### src/rtl/hazard_forward_unit_pkg.sv
// Shared types and constants for the hazard/forwarding unit.
// Tag entries carry a fixed-width destination field; register addresses
// up to TAG_AW bits wide are zero-extended into it.
package hazard_forward_unit_pkg;

   // Widest register address the tag entries can hold.
   localparam int TAG_AW = 8;

   // Operand select value meaning "read the register file".
   localparam int SEL_RF = 0;

   // One tracked post-EX pipeline stage.
   typedef struct packed {
      logic              valid;    // stage holds a real register write
      logic [TAG_AW-1:0] dest;     // destination register
      logic              is_load;  // result comes from data memory
   } tag_t;

endpackage

### src/rtl/hazard_tag_pipe.sv
// Freezable shift register of destination tags, one entry per post-EX stage.
// Latency: entry 1 loads one edge after the EX tag is presented.
// Backpressure: freeze_i holds every entry; reset_i clears them all to invalid.
module hazard_tag_pipe
   import hazard_forward_unit_pkg::*;
#(
   parameter int DEPTH = 2
) (
   input  logic                   clk_i,
   input  logic                   reset_i,
   input  logic                   freeze_i,
   input  tag_t                   tag_i,
   output tag_t [DEPTH-1:0]       tags_o
);

   tag_t [DEPTH-1:0] tags_q;
   tag_t [DEPTH-1:0] tags_d;

   // Next state: shift towards older stages unless the pipeline is frozen.
   always_comb begin
      tags_d = tags_q;
      if (!freeze_i) begin
         tags_d[0] = tag_i;
         for (int k = 1; k < DEPTH; k++) begin
            tags_d[k] = tags_q[k-1];
         end
      end
   end

   // Tag registers with synchronous reset to invalid.
   always_ff @(posedge clk_i) begin
      if (reset_i) begin
         tags_q <= '0;
      end else begin
         tags_q <= tags_d;
      end
   end

   assign tags_o = tags_q;

endmodule

### src/rtl/hazard_forward_unit.sv
// Operand forwarding select, load-use stall and memory-wait freeze generation.
// Latency: all outputs combinational from inputs and the registered tag pipe.
// Backpressure: freeze_o holds every pipeline register (and the tags); it
// dominates stall_o. Optional HAZ_PERF_CNT_EN adds saturating event counters.
module hazard_forward_unit
   import hazard_forward_unit_pkg::*;
#(
   parameter int REG_AW  = 5,
   parameter int NUM_SRC = 2,
   parameter int DEPTH   = 2,
   localparam int SEL_W  = $clog2(DEPTH+1)
) (
   input  logic                       clk_i,
   input  logic                       reset_i,
   input  logic                       ex_reg_write_i,
   input  logic                       ex_mem_read_i,
   input  logic [REG_AW-1:0]          ex_dest_i,
   input  logic [NUM_SRC*REG_AW-1:0]  ex_src_i,
   input  logic                       id_valid_i,
   input  logic [NUM_SRC*REG_AW-1:0]  id_src_i,
   input  logic                       mem_ready_i,
   output logic [NUM_SRC*SEL_W-1:0]   fwd_sel_o,
   output logic                       stall_o,
`ifdef HAZ_PERF_CNT_EN
   output logic [31:0]                stall_cnt_o,
   output logic [31:0]                freeze_cnt_o,
`endif
   output logic                       freeze_o
);

   tag_t             ex_tag;
   tag_t [DEPTH-1:0] tags;
   logic             load_use;

   // Tag for the instruction leaving EX; writes to r0 are never tracked.
   always_comb begin
      ex_tag         = '0;
      ex_tag.valid   = ex_reg_write_i && (ex_dest_i != '0);
      ex_tag.dest    = TAG_AW'(ex_dest_i);
      ex_tag.is_load = ex_mem_read_i;
   end

   hazard_tag_pipe #(
      .DEPTH    (DEPTH)
   ) u_tag_pipe (
      .clk_i    (clk_i),
      .reset_i  (reset_i),
      .freeze_i (freeze_o),
      .tag_i    (ex_tag),
      .tags_o   (tags)
   );

   // Per-channel forward select: scan oldest to youngest so the youngest match wins.
   always_comb begin
      fwd_sel_o = '0;
      for (int n = 0; n < NUM_SRC; n++) begin
         fwd_sel_o[n*SEL_W +: SEL_W] = SEL_W'(SEL_RF);
         for (int k = DEPTH; k >= 1; k--) begin
            if (tags[k-1].valid && (tags[k-1].dest == TAG_AW'(ex_src_i[n*REG_AW +: REG_AW]))) begin
               fwd_sel_o[n*SEL_W +: SEL_W] = SEL_W'(k);
            end
         end
      end
   end

   // Load in EX whose result is needed by the instruction in ID.
   always_comb begin
      load_use = 1'b0;
      if (id_valid_i && ex_mem_read_i && ex_reg_write_i && (ex_dest_i != '0)) begin
         for (int n = 0; n < NUM_SRC; n++) begin
            if (id_src_i[n*REG_AW +: REG_AW] == ex_dest_i) begin
               load_use = 1'b1;
            end
         end
      end
   end

   // Freeze while a load in EX/MEM waits on memory; freeze masks the stall.
   always_comb begin
      freeze_o = tags[0].valid && tags[0].is_load && !mem_ready_i;
      stall_o  = load_use && !freeze_o;
   end

`ifdef HAZ_PERF_CNT_EN
   logic [31:0] stall_cnt_q,  stall_cnt_d;
   logic [31:0] freeze_cnt_q, freeze_cnt_d;

   // Saturating increments of the event counters.
   always_comb begin
      stall_cnt_d  = stall_cnt_q;
      freeze_cnt_d = freeze_cnt_q;
      if (stall_o && (stall_cnt_q != '1)) begin
         stall_cnt_d = stall_cnt_q + 32'd1;
      end
      if (freeze_o && (freeze_cnt_q != '1)) begin
         freeze_cnt_d = freeze_cnt_q + 32'd1;
      end
   end

   // Counter registers, cleared by reset.
   always_ff @(posedge clk_i) begin
      if (reset_i) begin
         stall_cnt_q  <= '0;
         freeze_cnt_q <= '0;
      end else begin
         stall_cnt_q  <= stall_cnt_d;
         freeze_cnt_q <= freeze_cnt_d;
      end
   end

   assign stall_cnt_o  = stall_cnt_q;
   assign freeze_cnt_o = freeze_cnt_q;
`endif

endmodule

### config.mk
export PLATFORM = sky130hd
export DESIGN_NAME = hazard_forward_unit
export DESIGN_NICKNAME = d
export VERILOG_FILES = /design/src/rtl/hazard_forward_unit_pkg.sv /design/src/rtl/hazard_tag_pipe.sv /design/src/rtl/hazard_forward_unit.sv
export SDC_FILE = /design/constraint.sdc
export NUM_CORES = 1
export LEC_CHECK = 0
export ABC_AREA = 1
export CORE_MARGIN = 2
export CORE_UTILIZATION = 25
export DETAILED_ROUTE_END_ITERATION = 8
export PLACE_DENSITY = 0.55
export SETUP_SLACK_MARGIN = 0.5
export SLEW_MARGIN = 10
export SYNTH_ARGS = -nofsm -noshare
export SYNTH_HDL_FRONTEND = slang
export SYNTH_HIERARCHICAL = 1
export SYNTH_SLANG_ARGS = --single-unit
### constraint.sdc
create_clock -name clk_i -period 2 [get_ports clk_i]
set_input_delay 0.3 -clock clk_i [delete_from_list [all_inputs] [get_ports clk_i]]
set_output_delay 0.3 -clock clk_i [all_outputs]
set_load 0.05 [all_outputs]
==> flow_summary_export.csv <==
group,metric,value,unit
layout,multi_input_area,851,um2
critical_path,cp.required,1.70,ns
layout,n_fill_cell,617,
logic_synthesis,avgSynthCellArea,5.46,um2
hold_path,whs_endpoint,"u_tag_pipe/tags_o[13]$_SDFFE_PP0N_",
sta,fin_crit_sh,0.828,
critical_path,reg2reg_depth,11,
clock_network,cts_tree,"built",
critical_path,rrSetupSlack,0.67,ns
layout,postLayoutCoreUtil,0.385,
route,routedWlPerCell,9.43,um
grt,grt.total_usage,0.120,
critical_path,worstPathMaxFanout,2,
grt,grt_pass1_wl,6.05,mm
route,vias_per_cell,4.10,
run_status,status,"finished, final reports clean",
layout,nNetsFinal,329,
sta,finalSetupTns,0,ns
grt,gr-total-overflow,0,
pwr,total_power,931,uW
pwr,cellLeakagePower,0.00102,uW
placement,post-dp-hpwl,2.52,mm
sta,hold_slack,0.493,ns
critical_path,end_kind,"output pin",
hold_path,hold_class,"reg -> reg",
critical_path,reg2reg_from,"u_tag_pipe/tags_o[9]$_SDFFE_PP0N_",
sta,fmax,0.604,GHz
sta,post-route-min-period,1.66,ns
placement,routabilityCongestion,0.827,
grt,grt_max_degree,20,
critical_path,critPathKind,"reg -> out",
clock_network,clk-insertion-delay-late,0.26,ns
die,die_height,78.2,um
logic_synthesis,syn_area,1380,um2
clock_network,clkTransAtPathRegs,0.08,ns
die,coreArea,5410,um2
pwr,powerDensity,447,nW/um2
grt,grt_pass1_vias,1431,
layout,drive_gt1_frac,0.202,
route,drc,0,
die,num_rows,27,
critical_path,start_kind,"flip-flop",
sta,report.final.slew_viol_count,0,
hold_path,hold_path_startpoint,"u_tag_pipe/tags_o[3]$_SDFFE_PP0N_",
layout,regArea,392,um2
sta,rsz0062_at_grt,"true",
logic_synthesis,synthCells,252,
pwr,ir_worst_vdd,0.191,mV
die,initial_utilization,0.255,
layout,n_antenna_cell,0,
clock_network,ctsHtreeMaxLevel,1,
placement,io_buffers,36,
hold_path,hold_depth,2,
sta,setup_viol,0,
route,ant_nets,0,
sta,skew,0.00837,ns
die,io_pins,37,
layout,largest_reg_flops,19,
route,routed-via-count,1514,
route,postRouteWirelength,3.48,mm
grt,antenna_found_initial,0,
die,die_w,78.2,um
critical_path,reg2reg_to,"u_tag_pipe/tags_o[3]$_SDFFE_PP0N_",
route,dr.pass1.iters,4,
clock_network,clock-sinks,19,
clock_network,clk_path_buf_depth,2,
layout,areaGrowthSynthToFinish,51.3,%
clock_network,cts_buffers,3,
clock_network,cts_root_buf,"clkbuf_8",
logic_synthesis,yosys_warnings,6,
flow_run,max_cap_violations,0,
sta,hold_viol,0,
route,drtIter0Drc,52,
critical_path,cp.arrival,1.36,ns
die,dieArea,6110,um2
-- power by group --
group / internal [uW] / switching [uW] / total (uW)
registers: 402 / 21.7 / 424
logic: 110 / 123 / 233
clock network: 140 / 133 / 273
total: 653 / 278 / 931
-- critical path: stages, from the launching register on --
cell	delay, ns
dfxtp_2	0.33
nor2_2	0.10
nand3b_1	0.12
nor2_1	0.13
nand3_1	0.13
nor2_4	0.15
buf_12	0.14
-- area by class of cell --
type | count | share of cell area
multi-input combinational | 180 | 0.409
timing repair buffer | 45 | 0.248
sequential | 19 | 0.188
inverter | 49 | 0.0883
tap | 72 | 0.0433
clock buffer | 3 | 0.0198
clock inverter | 1 | 0.00361
-- metal layers --
| metal | track usage | wire, um |
|---|---|---|
| met1 | 0.156 | 1680 |
| met2 | 0.209 | 1620 |
| met3 | 0.0172 | 173 |
| met4 | 0.0263 | 0 |
| met5 | 0 | 0 |
-- repair_timing --
action | CTS | global route
hold buffers | 0 | 0
setup endpoints to repair | 6 | 24
cloned | 2 | 0
setup buffers | 5 | 0
pin swaps | 18 | 18
gates resized for setup | 39 | 27
-- layout by cell type (no fill, tap or decap), types with 2 or more instances in the layout --
master           instances
conb_1                   3
dlymetal6s2s_1           2
clkdlybuf4s50_1          6
buf_12                   6
buf_6                    3
nand2_1                 79
xor2_1                   5
dfxtp_2                  9
o21ai_0                  3
clkbuf_8                 3
nor2_4                   5
nor2_2                  10
buf_4                    4
dlygate4sd2_1           22
xnor2_1                  2
buf_16                   2
nor2_1                  49
o22ai_1                  5
dfxtp_1                 10
nand2_2                  4
inv_1                   39
nand3_1                  3
nand4_1                  4
inv_2                   10
-- worst max-delay path by stage --
| stage | endpoint | slack [ns] | startpoint | depth (start not counted) |
|---|---|---|---|---|
| 2_1_floorplan | stall_o | 0.43 | u_tag_pipe/tags_o[9]$_SDFFE_PP0N_ | 7 |
| 3_3_place_gp | stall_o | 0.11 | ex_dest_i[0] | 8 |
| 3_5_place_dp | stall_o | 0.1 | ex_dest_i[0] | 8 |
| 4_1_cts | fwd_sel_o[1] | 0.27 | u_tag_pipe/tags_o[9]$_SDFFE_PP0N_ | 8 |
| 5_1_grt | fwd_sel_o[1] | 0.25 | u_tag_pipe/tags_o[9]$_SDFFE_PP0N_ | 8 |
| 6_report | fwd_sel_o[1] | 0.34 | u_tag_pipe/tags_o[18]$_SDFFE_PP0N_ | 6 |
-- metrics by stage --
stage	instances	cell area [um2]	worst slack [ns]
after global placement	358	1870	0.107
after CTS	369	2030	0.275
after detailed placement	358	1870	0.0960
after global routing	369	2080	0.255
final	369	2080	0.343
after floorplan	254	1400	0.430
Note: power is estimated with default switching activity, not from simulation.
